===== src/rtl/sa_ctrl_if.sv =====
// Requester-side signals for the station-address controller: Q-bus byte reads
// and the receive address-filter byte stream.
interface sa_ctrl_if;
  logic       bus_req;
  logic [2:0] bus_idx;
  logic       bus_ack;
  logic [7:0] bus_data;
  logic       flt_go;
  logic       flt_valid;
  logic [2:0] flt_idx;
  logic [7:0] flt_data;
  logic       flt_last;

  modport master (
    output bus_req, bus_idx, flt_go,
    input  bus_ack, bus_data, flt_valid, flt_idx, flt_data, flt_last
  );

  modport slave (
    input  bus_req, bus_idx, flt_go,
    output bus_ack, bus_data, flt_valid, flt_idx, flt_data, flt_last
  );
endinterface


===== src/rtl/sa_ctrl.sv =====
// Station-address controller: checksums the ROM image after reset, then shares
// the (optionally overridden) address bytes between bus reads and the filter stream.
module sa_ctrl #(
  parameter int NBYTES = 6,
  parameter int CSW    = 16
) (
  input  logic        clk,
  input  logic        rst,
  input  logic [63:0] sarom_q,
  sa_ctrl_if.slave    bif,
  input  logic        ovr_we,
  input  logic [2:0]  ovr_widx,
  input  logic [7:0]  ovr_wdata,
  input  logic        ovr_en,
  output logic        ready,
  output logic        sa_ok
);

  typedef enum logic [1:0] {S_CHECK, S_CMP, S_READY} state_t;

  state_t           state_q, state_d;
  logic [CSW-1:0]   sum_q, sum_d;
  logic [2:0]       ptr_q, ptr_d;
  logic             ready_q, ready_d;
  logic             sa_ok_q, sa_ok_d;
  logic             bus_ack_q, bus_ack_d;
  logic [7:0]       bus_data_q, bus_data_d;
  logic             pend_q, pend_d;
  logic             active_q, active_d;
  logic [2:0]       cnt_q, cnt_d;
  logic             flt_valid_q, flt_valid_d;
  logic [2:0]       flt_idx_q, flt_idx_d;
  logic [7:0]       flt_data_q, flt_data_d;
  logic             flt_last_q, flt_last_d;
  logic [7:0]       ovr_q [NBYTES];
  logic [7:0]       ovr_d [NBYTES];

  logic [7:0]       rom_b [8];
  logic [7:0]       eff_b [8];
  logic             grant;
  logic             start;
  logic             beat;

  // State register and all datapath/control flops
  always_ff @(posedge clk) begin
    if (rst) begin
      state_q     <= S_CHECK;
      sum_q       <= '0;
      ptr_q       <= '0;
      ready_q     <= 1'b0;
      sa_ok_q     <= 1'b0;
      bus_ack_q   <= 1'b0;
      bus_data_q  <= '0;
      pend_q      <= 1'b0;
      active_q    <= 1'b0;
      cnt_q       <= '0;
      flt_valid_q <= 1'b0;
      flt_idx_q   <= '0;
      flt_data_q  <= '0;
      flt_last_q  <= 1'b0;
      for (int i = 0; i < NBYTES; i++) ovr_q[i] <= '0;
    end else begin
      state_q     <= state_d;
      sum_q       <= sum_d;
      ptr_q       <= ptr_d;
      ready_q     <= ready_d;
      sa_ok_q     <= sa_ok_d;
      bus_ack_q   <= bus_ack_d;
      bus_data_q  <= bus_data_d;
      pend_q      <= pend_d;
      active_q    <= active_d;
      cnt_q       <= cnt_d;
      flt_valid_q <= flt_valid_d;
      flt_idx_q   <= flt_idx_d;
      flt_data_q  <= flt_data_d;
      flt_last_q  <= flt_last_d;
      for (int i = 0; i < NBYTES; i++) ovr_q[i] <= ovr_d[i];
    end
  end

  // Next-state logic
  always_comb begin
    state_d = state_q;
    case (state_q)
      S_CHECK: if (ptr_q == 3'(NBYTES - 1)) state_d = S_CMP;
      S_CMP:   state_d = S_READY;
      S_READY: state_d = S_READY;
      default: state_d = S_CHECK;
    endcase
  end

  // Output/datapath logic
  always_comb begin
    for (int i = 0; i < 8; i++) begin
      rom_b[i] = sarom_q[8*i +: 8];
      eff_b[i] = rom_b[i];
    end
    // Override applies to address bytes only; checksum bytes always come from ROM
    for (int i = 0; i < NBYTES; i++) begin
      if (ovr_en) eff_b[i] = ovr_q[i];
      ovr_d[i] = ovr_q[i];
    end
    if (ovr_we && (32'(ovr_widx) < NBYTES)) ovr_d[ovr_widx] = ovr_wdata;

    sum_d       = sum_q;
    ptr_d       = ptr_q;
    ready_d     = ready_q;
    sa_ok_d     = sa_ok_q;
    bus_ack_d   = 1'b0;
    bus_data_d  = bus_data_q;
    active_d    = active_q;
    cnt_d       = cnt_q;
    flt_valid_d = 1'b0;
    flt_idx_d   = flt_idx_q;
    flt_data_d  = flt_data_q;
    flt_last_d  = 1'b0;
    pend_d      = pend_q | (bif.flt_go & ~active_q);

    grant = (state_q == S_READY) && bif.bus_req && !bus_ack_q;
    start = (state_q == S_READY) && pend_q && !active_q;
    beat  = (active_q || start) && !grant;

    case (state_q)
      S_CHECK: begin
        sum_d = sum_q + CSW'(rom_b[ptr_q]);
        ptr_d = ptr_q + 3'd1;
      end
      S_CMP: begin
        sa_ok_d = (sum_q == sarom_q[8*NBYTES +: CSW]);
        ready_d = 1'b1;
      end
      default: ;
    endcase

    if (grant) begin
      bus_ack_d  = 1'b1;
      bus_data_d = eff_b[bif.bus_idx];
    end

    if (start) begin
      active_d = 1'b1;
      pend_d   = 1'b0;
    end

    // A bus grant stalls the stream without advancing cnt
    if (beat) begin
      flt_valid_d = 1'b1;
      flt_idx_d   = cnt_q;
      flt_data_d  = eff_b[cnt_q];
      flt_last_d  = (cnt_q == 3'(NBYTES - 1));
      if (cnt_q == 3'(NBYTES - 1)) begin
        cnt_d    = '0;
        active_d = 1'b0;
      end else begin
        cnt_d = cnt_q + 3'd1;
      end
    end
  end

  assign ready         = ready_q;
  assign sa_ok         = sa_ok_q;
  assign bif.bus_ack   = bus_ack_q;
  assign bif.bus_data  = bus_data_q;
  assign bif.flt_valid = flt_valid_q;
  assign bif.flt_idx   = flt_idx_q;
  assign bif.flt_data  = flt_data_q;
  assign bif.flt_last  = flt_last_q;

endmodule


===== src/flat_wrapper.sv =====
// flat-port wrapper written by rule: the top's interface ports become plain ports
module sa_ctrl_flat 
#(
  parameter int NBYTES = 6,
  parameter int CSW    = 16
)
  (clk, rst, sarom_q, ovr_we, ovr_widx, ovr_wdata, ovr_en, ready, sa_ok, bif_bus_req, bif_bus_idx, bif_flt_go, bif_bus_ack, bif_bus_data, bif_flt_valid, bif_flt_idx, bif_flt_data, bif_flt_last);
  sa_ctrl_if bif_i ();
  input  logic clk;
  input  logic rst;
  input  logic [63:0] sarom_q;
  input  logic ovr_we;
  input  logic [2:0] ovr_widx;
  input  logic [7:0] ovr_wdata;
  input  logic ovr_en;
  output logic ready;
  output logic sa_ok;
  input wire logic [$bits(bif_i.bus_req)-1:0] bif_bus_req;
  input wire logic [$bits(bif_i.bus_idx)-1:0] bif_bus_idx;
  input wire logic [$bits(bif_i.flt_go)-1:0] bif_flt_go;
  output wire logic [$bits(bif_i.bus_ack)-1:0] bif_bus_ack;
  output wire logic [$bits(bif_i.bus_data)-1:0] bif_bus_data;
  output wire logic [$bits(bif_i.flt_valid)-1:0] bif_flt_valid;
  output wire logic [$bits(bif_i.flt_idx)-1:0] bif_flt_idx;
  output wire logic [$bits(bif_i.flt_data)-1:0] bif_flt_data;
  output wire logic [$bits(bif_i.flt_last)-1:0] bif_flt_last;
  assign bif_i.bus_req = bif_bus_req;
  assign bif_i.bus_idx = bif_bus_idx;
  assign bif_i.flt_go = bif_flt_go;
  assign bif_bus_ack = bif_i.bus_ack;
  assign bif_bus_data = bif_i.bus_data;
  assign bif_flt_valid = bif_i.flt_valid;
  assign bif_flt_idx = bif_i.flt_idx;
  assign bif_flt_data = bif_i.flt_data;
  assign bif_flt_last = bif_i.flt_last;
  sa_ctrl #(.NBYTES(NBYTES), .CSW(CSW)) u_core (.clk(clk), .rst(rst), .sarom_q(sarom_q), .bif(bif_i), .ovr_we(ovr_we), .ovr_widx(ovr_widx), .ovr_wdata(ovr_wdata), .ovr_en(ovr_en), .ready(ready), .sa_ok(sa_ok));
endmodule

===== config.mk =====
export PLATFORM = sky130hd
export DESIGN_NAME = sa_ctrl_flat
export DESIGN_NICKNAME = d
export VERILOG_FILES = /design/src/rtl/sa_ctrl_if.sv /design/src/rtl/sa_ctrl.sv /design/src/flat_wrapper.sv
export SDC_FILE = /design/constraint.sdc
export NUM_CORES = 1
export LEC_CHECK = 0
export ABC_AREA = 1
export CORE_UTILIZATION = 49
export DETAILED_ROUTE_END_ITERATION = 12
export GPL_TIMING_DRIVEN = 0
export PLACE_DENSITY = 0.84
export SYNTH_ARGS = -nofsm -noshare
export SYNTH_HDL_FRONTEND = slang
export SYNTH_SLANG_ARGS = --single-unit

===== constraint.sdc =====
create_clock -name clk -period 2.7 [get_ports clk]
set_input_delay 0.405 -clock clk [delete_from_list [all_inputs] [get_ports clk]]
set_output_delay 0.405 -clock clk [all_outputs]
set_load 0.01 [all_outputs]

## Word level (Yosys, flattened, before mapping)

Memories as Yosys holds them, arrays and structs flattened.
Index checks and enable logic that the tools add are counted.
Widths: inputs -> output; s select.

| word-level totals | value |
|---|---|
| bits in registers | 50 |
| memories | 1 |
| memory bits (writable) | 48 |
| bits of input ports | 84 |
| word-level logic and storage cells | 95 |

Memory list:

| name | words | bits a word | read ports | clocked after Yosys merged registers in | write ports | RTL line | text |
|---|---|---|---|---|---|---|---|
| u_core.ovr_q | 6 | 8 | 6 | 0 | 6 | sa_ctrl.sv:35 | `logic [7:0] ovr_q [NBYTES];` |

| operators by class | value |
|---|---|
| reduce and logical (&&, ||, !) cells | 15 |
| add/sub/neg operators | 3 |
| mux-type cells | 36 |
| magnitude comparators | 6 |
| equal/unequal tests | 6 |
| bitwise operators | 14 |

Operators with widths:

| cell | count |
|---|---|
| $mux 8 | 19 |
| $bmux 8 s3 | 3 |
| $bwmux 48 | 1 |
| $mux 48 | 1 |
| $demux 8 s3 | 1 |
| $add 16x8->16 | 1 |
| $eq 16x16->1 | 1 |
| $ge 4x4->1 const B | 4 |
| $not 3->4 | 4 |
| $mux 1 | 8 |
| $logic_and 1x1->1 | 7 |
| $or 1x1->1 | 7 |
| $add 3x1->3 const B | 2 |
| $eq 3x3->1 const B | 2 |
| $reduce_or 2->1 | 3 |
| $lt 4x1->1 const B | 1 |
| $pmux 2 s2 | 1 |
| $logic_not 1->1 | 3 |
| $lt 3x3->1 const B | 1 |
| $mux 3 | 1 |
| $eq 2x1->1 const B | 1 |
| $eq 2x2->1 const B | 1 |
| $logic_not 2->1 | 1 |
| $mux 2 | 1 |
| 4 further kinds | 5 |

## Logic depth before layout (Yosys ltp)

| logic depth | value |
|---|---|
| depth after elaboration | 8 |
| gate-level depth with buffers | 17 |
| mapped depth without buffers | 16 |

## Worst setup path before layout

No wires, ideal clock.

| timing | value |
|---|---|
| path type | register to register |
| start | reg u_core.ptr_q[0] |
| end | reg u_core.sum_q[8] |
| stages on the path, launching flop included | 15 |
| slack | 0.078 ns |
| library setup time | 0.115 ns |
| period minus slack after synthesis | 2.622 ns |
| data arrival time | 2.507 ns |
| required time | 2.585 ns |
| cell sequence | dfxtp_1 -> clkinv_1 -> clkbuf_1 -> o21ai_0 -> a21oi_1 -> a31oi_1 -> ha_1 -> inv_1 -> fa_1 -> nor2_1 -> nor2_1 -> o21ai_0 -> nand3_1 -> nand2_1 -> nor2_1 |

| on the way | value |
|---|---|
| word-level cells in the longest chain between the ends | 5 |

RTL lines:

| what | RTL line | text |
|---|---|---|
| from (decl) | sa_ctrl.sv:23 | `logic [2:0] ptr_q, ptr_d;` |
| from (signal assigned) | sa_ctrl.sv:65 | `ptr_q <= ptr_d;` |
| $not 3->4 (not written as such) | sa_ctrl.sv:125 | `sum_d = sum_q + CSW'(rom_b[ptr_q]);` |
| $bmux 8 s3 | sa_ctrl.sv:125 |  |
| $mux 8 (not written as such) (2 in a row) | sa_ctrl.sv:125 |  |
| $add 16x8->16 | sa_ctrl.sv:125 |  |
| to (signal assigned) | sa_ctrl.sv:64 | `sum_q <= sum_d;` |
| to (decl) | sa_ctrl.sv:22 | `logic [CSW-1:0] sum_q, sum_d;` |

Every way passes these cells. The select of a mux whose other input is x is not followed.
A chain may end at the register's enable or synchronous reset.

## Final worst setup path

Same ends and word-level chain as after synthesis.

==> qor.yml <==
yosys:
  syn-mean-instance-area_um2: 5.72
  yosysSeqAreaShare_pct: 30.0
  syn_area_um2: 6530
  ys_ff_latch: 98
  syn_inst: 1142
  synth.distinct_cells: 30
  yosysWarnings: 0
  syn_nets: 1241
timing:
  hold_viol: 0
  grt_setup_unrepaired: "no"
  fin_crit_sh_pct: 96.2
  relSlewSlack_pct: 46.0
  fmax_mhz: 385
  period_needed_ns: 2.60
  skew_ns: 0.00930
  fin_setup_tns_ns: 0
  hold_slack_ns: 0.461
  tightest_slew_ns: 0.810
  setup_viol: 0
  slew_viol_final: 0
critical_path:
  cp.required_ns: 2.95
  cp-end-kind: "flop"
  arrival_ns: 2.85
  worstPathMaxFanout: 10
  crit_type: "reg -> reg"
  regToRegEndpoint: "u_core.sum_q[8]$_SDFFE_PP0N_"
  crit_slowest_cell: "dfxtp_4"
  r2r_cells: 14
  path_cells: "buf_2 > nor2_1 > nor2_1 > o21ai_0 > a31oi_2 > ha_2 > inv_1 > fa_2 > nor2_2 > nor2_1 > o21ai_2 > nand3_1 > nand2_1 > nor2_1"
  critPathMaxStageDelay_ns: 0.40
  cp-start-kind: "flop"
  r2r_start: "u_core.ptr_q[0]$_SDFFE_PP0N_"
  worst_path_most_repeated_cell: "nor2_1"
  r2r_setup_slack_ns: 0.10
drt:
  routedWlPerCell_um: 18.0
  wl_mm: 25.9
  dr.pass1.iters: 5
  num_vias: 7979
  via_per_inst: 5.55
  drc: 0
  drtAntennaViolNets: 0
  drt_iter0_markers: 901
clock_tree:
  cts_tree: "yes"
  cts-root-buf: "clkbuf_16"
  cts_buffers: 9
  clockBufferDepth: 2
  clkSlewWorstSetupHoldPaths_ns: 0.08
  cts_hold_buf: 0
  clock_latency_ns: 0.36
  htreeDepth: 3
  cts_num_sinks: 98
global_routing:
  grt_overflow: 0
  grt_pass1_vias: 7214
  grt_max_degree: 19
  antenna_found_initial: 0
  grt.total_usage_pct: 37.4
  grt_pass1_wl_mm: 39.5
min_path:
  whs_path_depth: 2
  hold-path-endpoint: "u_core.ovr_q[0][4]$_SDFFE_PP0P_"
  min_path_type: "reg -> reg"
  hp-start: "u_core.ovr_q[0][4]$_SDFFE_PP0P_"
finish:
  finalNetCount: 1360
  n_fill_cell: 1299
  n_antenna_cell: 0
  seqCellArea_um2: 1970
  multi_input_area_um2: 4040
  synthToLayoutAreaGrowth_pct: 26.4
  layout-drive-gt1-share_pct: 5.92
die:
  die_x_um: 117
  coreArea_um2: 12800
  start_util_pct: 50.9
  num_io_pins: 108
  fp.dieArea_um2: 13800
  die_h_um: 117
  fp-row-count: 41
run_status:
  status: "complete, no violations"
power_and_ir_drop:
  total_power_mw: 6.23
  p_per_area_nw_per_um2: 755
  ir_drop_uv: 406
  p_leak_nw: 3.80
job:
  drv_cap: 0
placement:
  hpwl_mm: 20.4
  port_buffers: 104
  place.gp.congestion: 0.993
## cell type report
cell class | count | area share [%]
Buffer | 52 | 3.20
Clock buffer | 9 | 2.73
Clock inverter | 7 | 0.773
Inverter | 109 | 4.99
Multi-Input combinational cell | 883 | 48.9
Sequential cell | 98 | 23.8
Tap cell | 172 | 2.61
Timing Repair Buffer | 108 | 13.0
## per-stage QoR
stage               setup slack [ns]  std cells  instance area, um^2  util (%)
finish                         0.104       1438                 8260      64.4
global route               0.0000839       1438                 8260      64.4
CTS                         -0.00101       1435                 8130      63.4
detailed placement            -0.847       1418                 7790      60.7
global placement              -0.758       1418                 7790      60.7
floorplan                     0.0779       1142                 6530         -
## placed cells by master, fill, tap and decap left out, drive strengths merged
cell and count:
nand2 332, nand3 57, buf 35, fa 1, o21bai 1, a21boi 1
nor2 212, o21ai 150, nand4 1, xor2 3, a21o 1, ha 14
nor3 2, nor4 3, dfxtp 98, clkbuf 30, a31oi 8, clkdlybuf4s50 101
nand3b 1, inv 109, dlymetal6s2s 2, clkinv 6, dlygate4sd2 1, and2 2
xnor2 6, a21oi 88, clkinvlp 1
## metal layers
metal | GRT usage (%) | share of wire [%] | vias up
met5 | 0 | 0 | -
met4 | 25.2 | 6.5 | 0
li1 | - | - | 3865
met2 | 59.1 | 45 | 448
met3 | 5.23 | 8.2 | 102
met1 | 47.4 | 41 | 3564
## critical path, delay by kind of cell (launching register included)
kind / cells / cell delay, ns
AOI/OAI and AO/OA: 3 / 0.58
buffers and inverters: 2 / 0.30
adders and majority gates: 2 / 0.63
and+or+nand+nor: 7 / 0.55
DFF: 1 / 0.40
## kinds of logic after synthesis
logic type                 after synthesis  share of synthesized area (%)
DFF                                     98                           30.0
xor gates and xnor gates                 9                           1.21
and+or+nand+nor                        610                           36.7
adders and majority gates               15                           2.99
buffers and inverters                  161                           9.77
AOI/OAI and AO/OA                      249                           19.3
## registers in the layout, indices dropped and copies added, names as in the netlist, 2 cells and up
name / count
u_core.bif.flt_data: 8
u_core.bif.bus_data: 8
u_core.cnt_q: 3
u_core.sum_q: 16
u_core.ptr_q: 3
u_core.bif.flt_idx: 3
u_core.state_q: 2
u_core.ovr_q: 48
## where the power goes
part	switching [mW]	total (mW)	internal [mW]
clock network	0.651	1.29	0.642
logic	1.97	3.17	1.20
registers	0.137	1.77	1.63
## what timing repair did
item	in CTS	in global routing
pin swaps	3	9
buffers inserted	1	3
hold endpoints to repair	0	0
resized for setup	20	37
setup endpoints to repair	14	13
## worst max path at each step
stage,from,endpoint,slack (ns),cells after the start
2_1_floorplan,u_core.ptr_q[0]$_SDFFE_PP0N_,u_core.sum_q[8]$_SDFFE_PP0N_,0.08,14
6_report,u_core.ptr_q[0]$_SDFFE_PP0N_,u_core.sum_q[8]$_SDFFE_PP0N_,0.10,14
3_5_place_dp,sarom_q[48],u_core.sum_q[12]$_SDFFE_PP0N_,-0.85,14
5_1_grt,u_core.ptr_q[0]$_SDFFE_PP0N_,u_core.sum_q[14]$_SDFFE_PP0N_,0.00008,12
3_3_place_gp,sarom_q[48],u_core.sum_q[12]$_SDFFE_PP0N_,-0.76,14
4_1_cts,u_core.ptr_q[0]$_SDFFE_PP0N_,u_core.sum_q[12]$_SDFFE_PP0N_,-0.001,14
## cell usage after synthesis, drive strengths merged
library cell | instances | area [um^2]
nand3 | 57 | 285
nand3b | 1 | 7.51
nor2 | 212 | 806
a21oi | 88 | 440
buf | 28 | 139
o21ai | 150 | 751
xnor2 | 6 | 52.6
inv | 106 | 398
clkinv | 3 | 11.3
a31oi | 8 | 50.1
clkbuf | 24 | 90.1
nor3 | 2 | 10.0
ha | 14 | 175
and2 | 2 | 12.5
a21o | 1 | 7.51
nand2 | 332 | 1250
o21bai | 1 | 7.51
nand4 | 1 | 6.26
dfxtp | 98 | 1960
a21boi | 1 | 7.51
nor4 | 3 | 18.8
fa | 1 | 20.0
xor2 | 3 | 26.3
Power figures use the tool's default switching activity.
